[config.mk]
export PLATFORM = sky130hd
export DESIGN_NAME = ir_sample_seq
export DESIGN_NICKNAME = d
export VERILOG_FILES = /design/src/rtl/ir_sample_seq.sv
export SDC_FILE = /design/constraint.sdc
export NUM_CORES = 1
export LEC_CHECK = 0
export CAP_MARGIN = 20
export CELL_PAD_IN_SITES_DETAIL_PLACEMENT = 0
export CELL_PAD_IN_SITES_GLOBAL_PLACEMENT = 1
export CORE_MARGIN = 1.5
export CORE_UTILIZATION = 40
export DETAILED_ROUTE_END_ITERATION = 8
export PLACE_DENSITY = 0.69
export SETUP_SLACK_MARGIN = 0.15
export SYNTH_ARGS = -nofsm -noshare
export SYNTH_HDL_FRONTEND = slang
export SYNTH_SLANG_ARGS = --single-unit
[constraint.sdc]
create_clock -name clk -period 5.7 [get_ports clk]
set_clock_uncertainty 0.05 [all_clocks]
set_input_delay 1.14 -clock clk [delete_from_list [all_inputs] [get_ports clk]]
set_output_delay 1.14 -clock clk [all_outputs]
set_load 0.01 [all_outputs]
[src/rtl/ir_sample_seq.sv]
// IR sample sequencer: periodically fires the IR emitters, waits for the
// sensors to settle, runs 8 A2D conversions (channels 0..7) and latches the
// results into a small register file read through rd_sel/rd_data.
module ir_sample_seq #(
    parameter int PERIOD  = 4096,
    parameter int SETTLE  = 256,
    parameter int TIMEOUT = 1024,
    parameter int DW      = 12
) (
    input  logic          clk,
    input  logic          rst,
    input  logic          en,
    input  logic          a2d_cmplt,
    input  logic [DW-1:0] a2d_res,
    input  logic [2:0]    rd_sel,
    output logic          a2d_strt,
    output logic [2:0]    chnl,
    output logic          IR_en,
    output logic          IR_vld,
    output logic [DW-1:0] rd_data,
    output logic          ovr,
    output logic          a2d_to
);

    localparam int TW  = (PERIOD > 1) ? $clog2(PERIOD) : 1;
    localparam int SCW = $clog2(SETTLE + 1);
    localparam int WCW = (TIMEOUT > 1) ? $clog2(TIMEOUT) : 1;

    localparam logic [TW-1:0]  TMR_LAST    = TW'(PERIOD - 1);
    localparam logic [SCW-1:0] SETTLE_LAST = SCW'(SETTLE - 1);
    localparam logic [WCW-1:0] WAIT_LAST   = WCW'(TIMEOUT - 1);

    typedef enum logic [2:0] {
        S_IDLE,
        S_SETTLE,
        S_START,
        S_WAIT,
        S_DONE
    } state_t;

    state_t          state, state_d;
    logic [TW-1:0]   timer;
    logic            tick;
    logic [2:0]      ch, ch_d;
    logic [SCW-1:0]  settle_cnt, settle_d;
    logic [WCW-1:0]  wait_cnt, wait_d;
    logic            to_q, to_d;
    logic            store;
    logic [DW-1:0]   readings [8];

    assign tick = (timer == TMR_LAST);

    // Free-running scan interval timer, independent of en and FSM state
    always_ff @(posedge clk) begin
        if (rst)
            timer <= '0;
        else if (tick)
            timer <= '0;
        else
            timer <= timer + 1'b1;
    end

    // FSM state and scan bookkeeping registers
    always_ff @(posedge clk) begin
        if (rst) begin
            state      <= S_IDLE;
            ch         <= '0;
            settle_cnt <= '0;
            wait_cnt   <= '0;
            to_q       <= 1'b0;
        end else begin
            state      <= state_d;
            ch         <= ch_d;
            settle_cnt <= settle_d;
            wait_cnt   <= wait_d;
            to_q       <= to_d;
        end
    end

    // Reading register file: written only on a conversion accepted in WAIT
    always_ff @(posedge clk) begin
        if (rst) begin
            for (int unsigned i = 0; i < 8; i++)
                readings[i] <= '0;
        end else if (store) begin
            readings[ch] <= a2d_res;
        end
    end

    // Next-state logic; a completion in the timeout cycle takes priority
    always_comb begin
        state_d  = state;
        ch_d     = ch;
        settle_d = settle_cnt;
        wait_d   = wait_cnt;
        to_d     = to_q;
        store    = 1'b0;
        case (state)
            S_IDLE: begin
                if (tick && en) begin
                    state_d  = S_SETTLE;
                    ch_d     = '0;
                    settle_d = '0;
                    to_d     = 1'b0;
                end
            end
            S_SETTLE: begin
                if (settle_cnt == SETTLE_LAST)
                    state_d = S_START;
                else
                    settle_d = settle_cnt + 1'b1;
            end
            S_START: begin
                state_d = S_WAIT;
                wait_d  = '0;
            end
            S_WAIT: begin
                if (a2d_cmplt) begin
                    store = 1'b1;
                    if (ch == 3'd7) begin
                        state_d = S_DONE;
                    end else begin
                        ch_d    = ch + 3'd1;
                        state_d = S_START;
                    end
                end else if (wait_cnt == WAIT_LAST) begin
                    to_d    = 1'b1;
                    state_d = S_IDLE;
                end else begin
                    wait_d = wait_cnt + 1'b1;
                end
            end
            S_DONE: begin
                state_d = S_IDLE;
            end
            default: begin
                state_d = S_IDLE;
            end
        endcase
    end

    // Outputs decoded from registered state
    always_comb begin
        a2d_strt = (state == S_START);
        IR_en    = (state == S_SETTLE) || (state == S_START) || (state == S_WAIT);
        IR_vld   = (state == S_DONE);
        ovr      = tick && (state != S_IDLE);
        chnl     = ch;
        a2d_to   = to_q;
        rd_data  = readings[rd_sel];
    end

endmodule
==> flow_summary.yaml <==
final_layout:
  fin_util: 0.486
  layout_commonest_cell: "and2_1"
  final_nets: 559
  syn2layout_area_growth_pct: 18.9
  layout_common_cells: "and2_1 (98), edfxtp_1 (96), nor2_1 (41), dfxtp_1 (38), clkdlybuf4s50_1 (37)"
  final_cells: 735
  antenna_cells: 0
  fillers: 1352
  drive_above_1_share: 0.174
global_route:
  grt_pass1_vias: 3905
  grt_antenna_before_repair: 0
  grt_max_degree: 32
  overflow: 0
  track_usage: 0.182
  grt_pass1_wl_mm: 21.7
placed_design:
  dp_hpwl_mm: 8.84
  dp.cells: 703
  io_buffers: 38
  gp_congestion: 0.743
job:
  cap_violations: 0
pwr:
  combinationalPowerShare: 0.053
  seqPwrFrac: 0.466
  cellLeakagePower_uw: 0.00264
  fin_total_pwr_uw: 2320
  power.net_switching_uw: 497
  intPower_uw: 1820
  ir_drop_v: 0.000175
  power_frac_clock: 0.481
  p_per_area_nw_per_um2: 314
  swShare: 0.214
yosys:
  syn_inst: 492
  synth_compound_area_frac: 0.0433
  avgSynthCellArea_um2: 12.6
  synth-simple-area-share: 0.206
  synth_cell_type_count: 45
  synth_xor_area_frac: 0.0211
  synth_fa_ha_area_frac: 0.0121
  synth_top_family_by_area: "simple AND/OR/NAND/NOR gates"
  synth_area_um2: 6220
  ys_seq_area_frac: 0.586
  synth_fp_nets: 517
  ys_warn_count: 0
  muxShareOfSynthArea: 0.109
  synth_seq_cells: 134
setup_path:
  worstRegToRegCells: 8
  cp.required_ps: 4510
  criticalPathCategory: "in2out"
  worstSetupEndpointType: "output pin"
  startpoint_type: "input pin"
  critPathMaxFanout: 24
  arrival_ps: 3140
timing:
  finalMaxSlewViolations: 0
  setup_viol: 0
  timing.fmax_mhz: 231
  final.min_clock_period_ps: 4330
  finalSetupTns_ps: 0
  rsz0062_at_grt: "no"
  finalHoldViolations: 0
  maxSlewHeadroom: 0.391
  period_share: 0.760
  worst_pin_slew_ps: 908
routing:
  first_pass_iters: 4
  wl_per_cell_um: 18.6
  routed_wl_mm: 13.6
  antenna_left: 0
  drc: 0
  drtIter0Drc: 256
  via_per_inst: 5.32
  num_vias: 3908
floorplan:
  die_y_um: 128
  rows: 45
  start_util: 0.409
  io-pin-count: 39
  core_area_um2: 15200
  die_w_um: 128
  die_area_um2: 16300
cts:
  ctsResizeCount: 0
  clk_pin_slew_ps: 60
  postCtsSetupRepairBufs: 0
  clock_latency_ps: 420
  cts-root-buf: "clkbuf_16"
  cts_max_level: 4
  clockBufferDepth: 2
  clkSinkCount: 134
  cts_tree: "done"
  cts_hold_buf: 0
  numCtsBuffers: 17
outcome:
  run_status: "finished, final reports clean"
hold_path:
  hold_path_class: "reg2reg"
  min_path_cells: 1
cell type report:
cell class                      instances  area (µm²)  share of cell area
Timing Repair Buffer                   48         450              0.0609
Sequential cell                       134        3640               0.493
Clock buffer                           17         425              0.0576
Inverter                                6        22.5             0.00305
Multi-Input combinational cell        327        2430               0.329
Clock inverter                         15         183              0.0247
Tap cell                              188         235              0.0318
cells by family (layout without fill, tap and decap cells):
kind of cell             after synthesis  in the layout
AND/OR/NAND/NOR                      228            228
flip-flops                           134            134
AO/OA/AOI/OAI                         42             42
multiplexers                          36             36
buffers and inverters                 31             86
XOR/XNOR                              15             15
adder cells (fa/ha/maj)                6              6
critical path, stage by stage:
cell and delay [ps]:
buf_2 610, mux4_2 580, mux2_2 310, clkdlybuf4s50_1 490
through the flow:
stage / cell area, µm² / hold slack, ps / worst slack, ps
2_1_floorplan: 6220 / 380 / 2080
3_3_place_gp: 6780 / 391 / 1340
3_5_place_dp: 6780 / 425 / 1310
4_1_cts: 7390 / 439 / 1310
5_1_grt: 7390 / 466 / 1210
6_report: 7390 / 429 / 1370
layer usage:
| layer | routed length [µm] | track usage |
|---|---|---|
| met5 | 0 | 0 |
| met1 | 5960 | 0.225 |
| met3 | 570 | 0.0467 |
| met2 | 6860 | 0.308 |
| met4 | 253 | 0.0674 |
power by group through the flow:
stage | clock, µW | sequential [µW] | combinational [µW]
floorplan | 0 | 1090 | 68.7
finish | 1110 | 1080 | 123
global placement | 0 | 1100 | 123
detailed placement | 0 | 1100 | 125
CTS | 1140 | 1080 | 126
global route | 1170 | 1080 | 133
cell usage after synthesis:
| library cell | instances | share of area |
|---|---|---|
| or3b_1 | 1 | 0.0014 |
| nor4_1 | 1 | 0.0010 |
| clkbuf_1 | 16 | 0.0097 |
| inv_1 | 6 | 0.0036 |
| nand2_1 | 18 | 0.011 |
| xor2_1 | 3 | 0.0042 |
| nor3_2 | 3 | 0.0048 |
| and2_1 | 98 | 0.099 |
| nor3_1 | 9 | 0.0072 |
| buf_2 | 5 | 0.0040 |
| nand4_1 | 1 | 0.0010 |
| mux2_2 | 12 | 0.022 |
| o22ai_1 | 1 | 0.0010 |
| a41oi_1 | 1 | 0.0014 |
| a22oi_1 | 1 | 0.0012 |
| a211oi_1 | 5 | 0.0060 |
| nor2_1 | 41 | 0.025 |
| or3_1 | 3 | 0.0030 |
| buf_4 | 1 | 0.0012 |
| and3b_1 | 1 | 0.0014 |
| a2111oi_2 | 1 | 0.0024 |
| nand2b_1 | 10 | 0.010 |
| o21ai_0 | 6 | 0.0048 |
| nand3_2 | 1 | 0.0016 |
| xnor2_1 | 12 | 0.017 |
| nor3b_1 | 1 | 0.0012 |
| a32oi_1 | 1 | 0.0014 |
| dfxtp_1 | 38 | 0.12 |
| o211ai_1 | 1 | 0.0012 |
| ha_1 | 6 | 0.012 |
| nand4b_1 | 1 | 0.0014 |
| and4bb_4 | 1 | 0.0026 |
| nand3_1 | 19 | 0.015 |
| nand3b_1 | 2 | 0.0024 |
| a31oi_1 | 3 | 0.0030 |
| or2_2 | 9 | 0.0091 |
| edfxtp_1 | 96 | 0.46 |
| buf_6 | 2 | 0.0036 |
| o2bb2ai_1 | 1 | 0.0014 |
| buf_1 | 1 | 0.00060 |
| a21oi_1 | 17 | 0.014 |
| o21a_1 | 3 | 0.0036 |
| mux4_2 | 24 | 0.087 |
| and3_1 | 8 | 0.0081 |
| o31ai_2 | 1 | 0.0020 |
state kept, by name (all words and copies together), names as in the netlist:
signal      flops
a2d_to          1
settle_cnt      9
wait_cnt       10
readings       96
chnl            3
timer          12
state           3
worst paths after layout:
check	from	end	slack, ps
min	timer[0]	timer[0]	430
min reg2reg	timer[0]	timer[0]	430
max	rd_sel[0]	rd_data[3]	1370
max reg2reg	settle_cnt[0]	settle_cnt[7]	3210
Power figures use the tool's default switching activity.
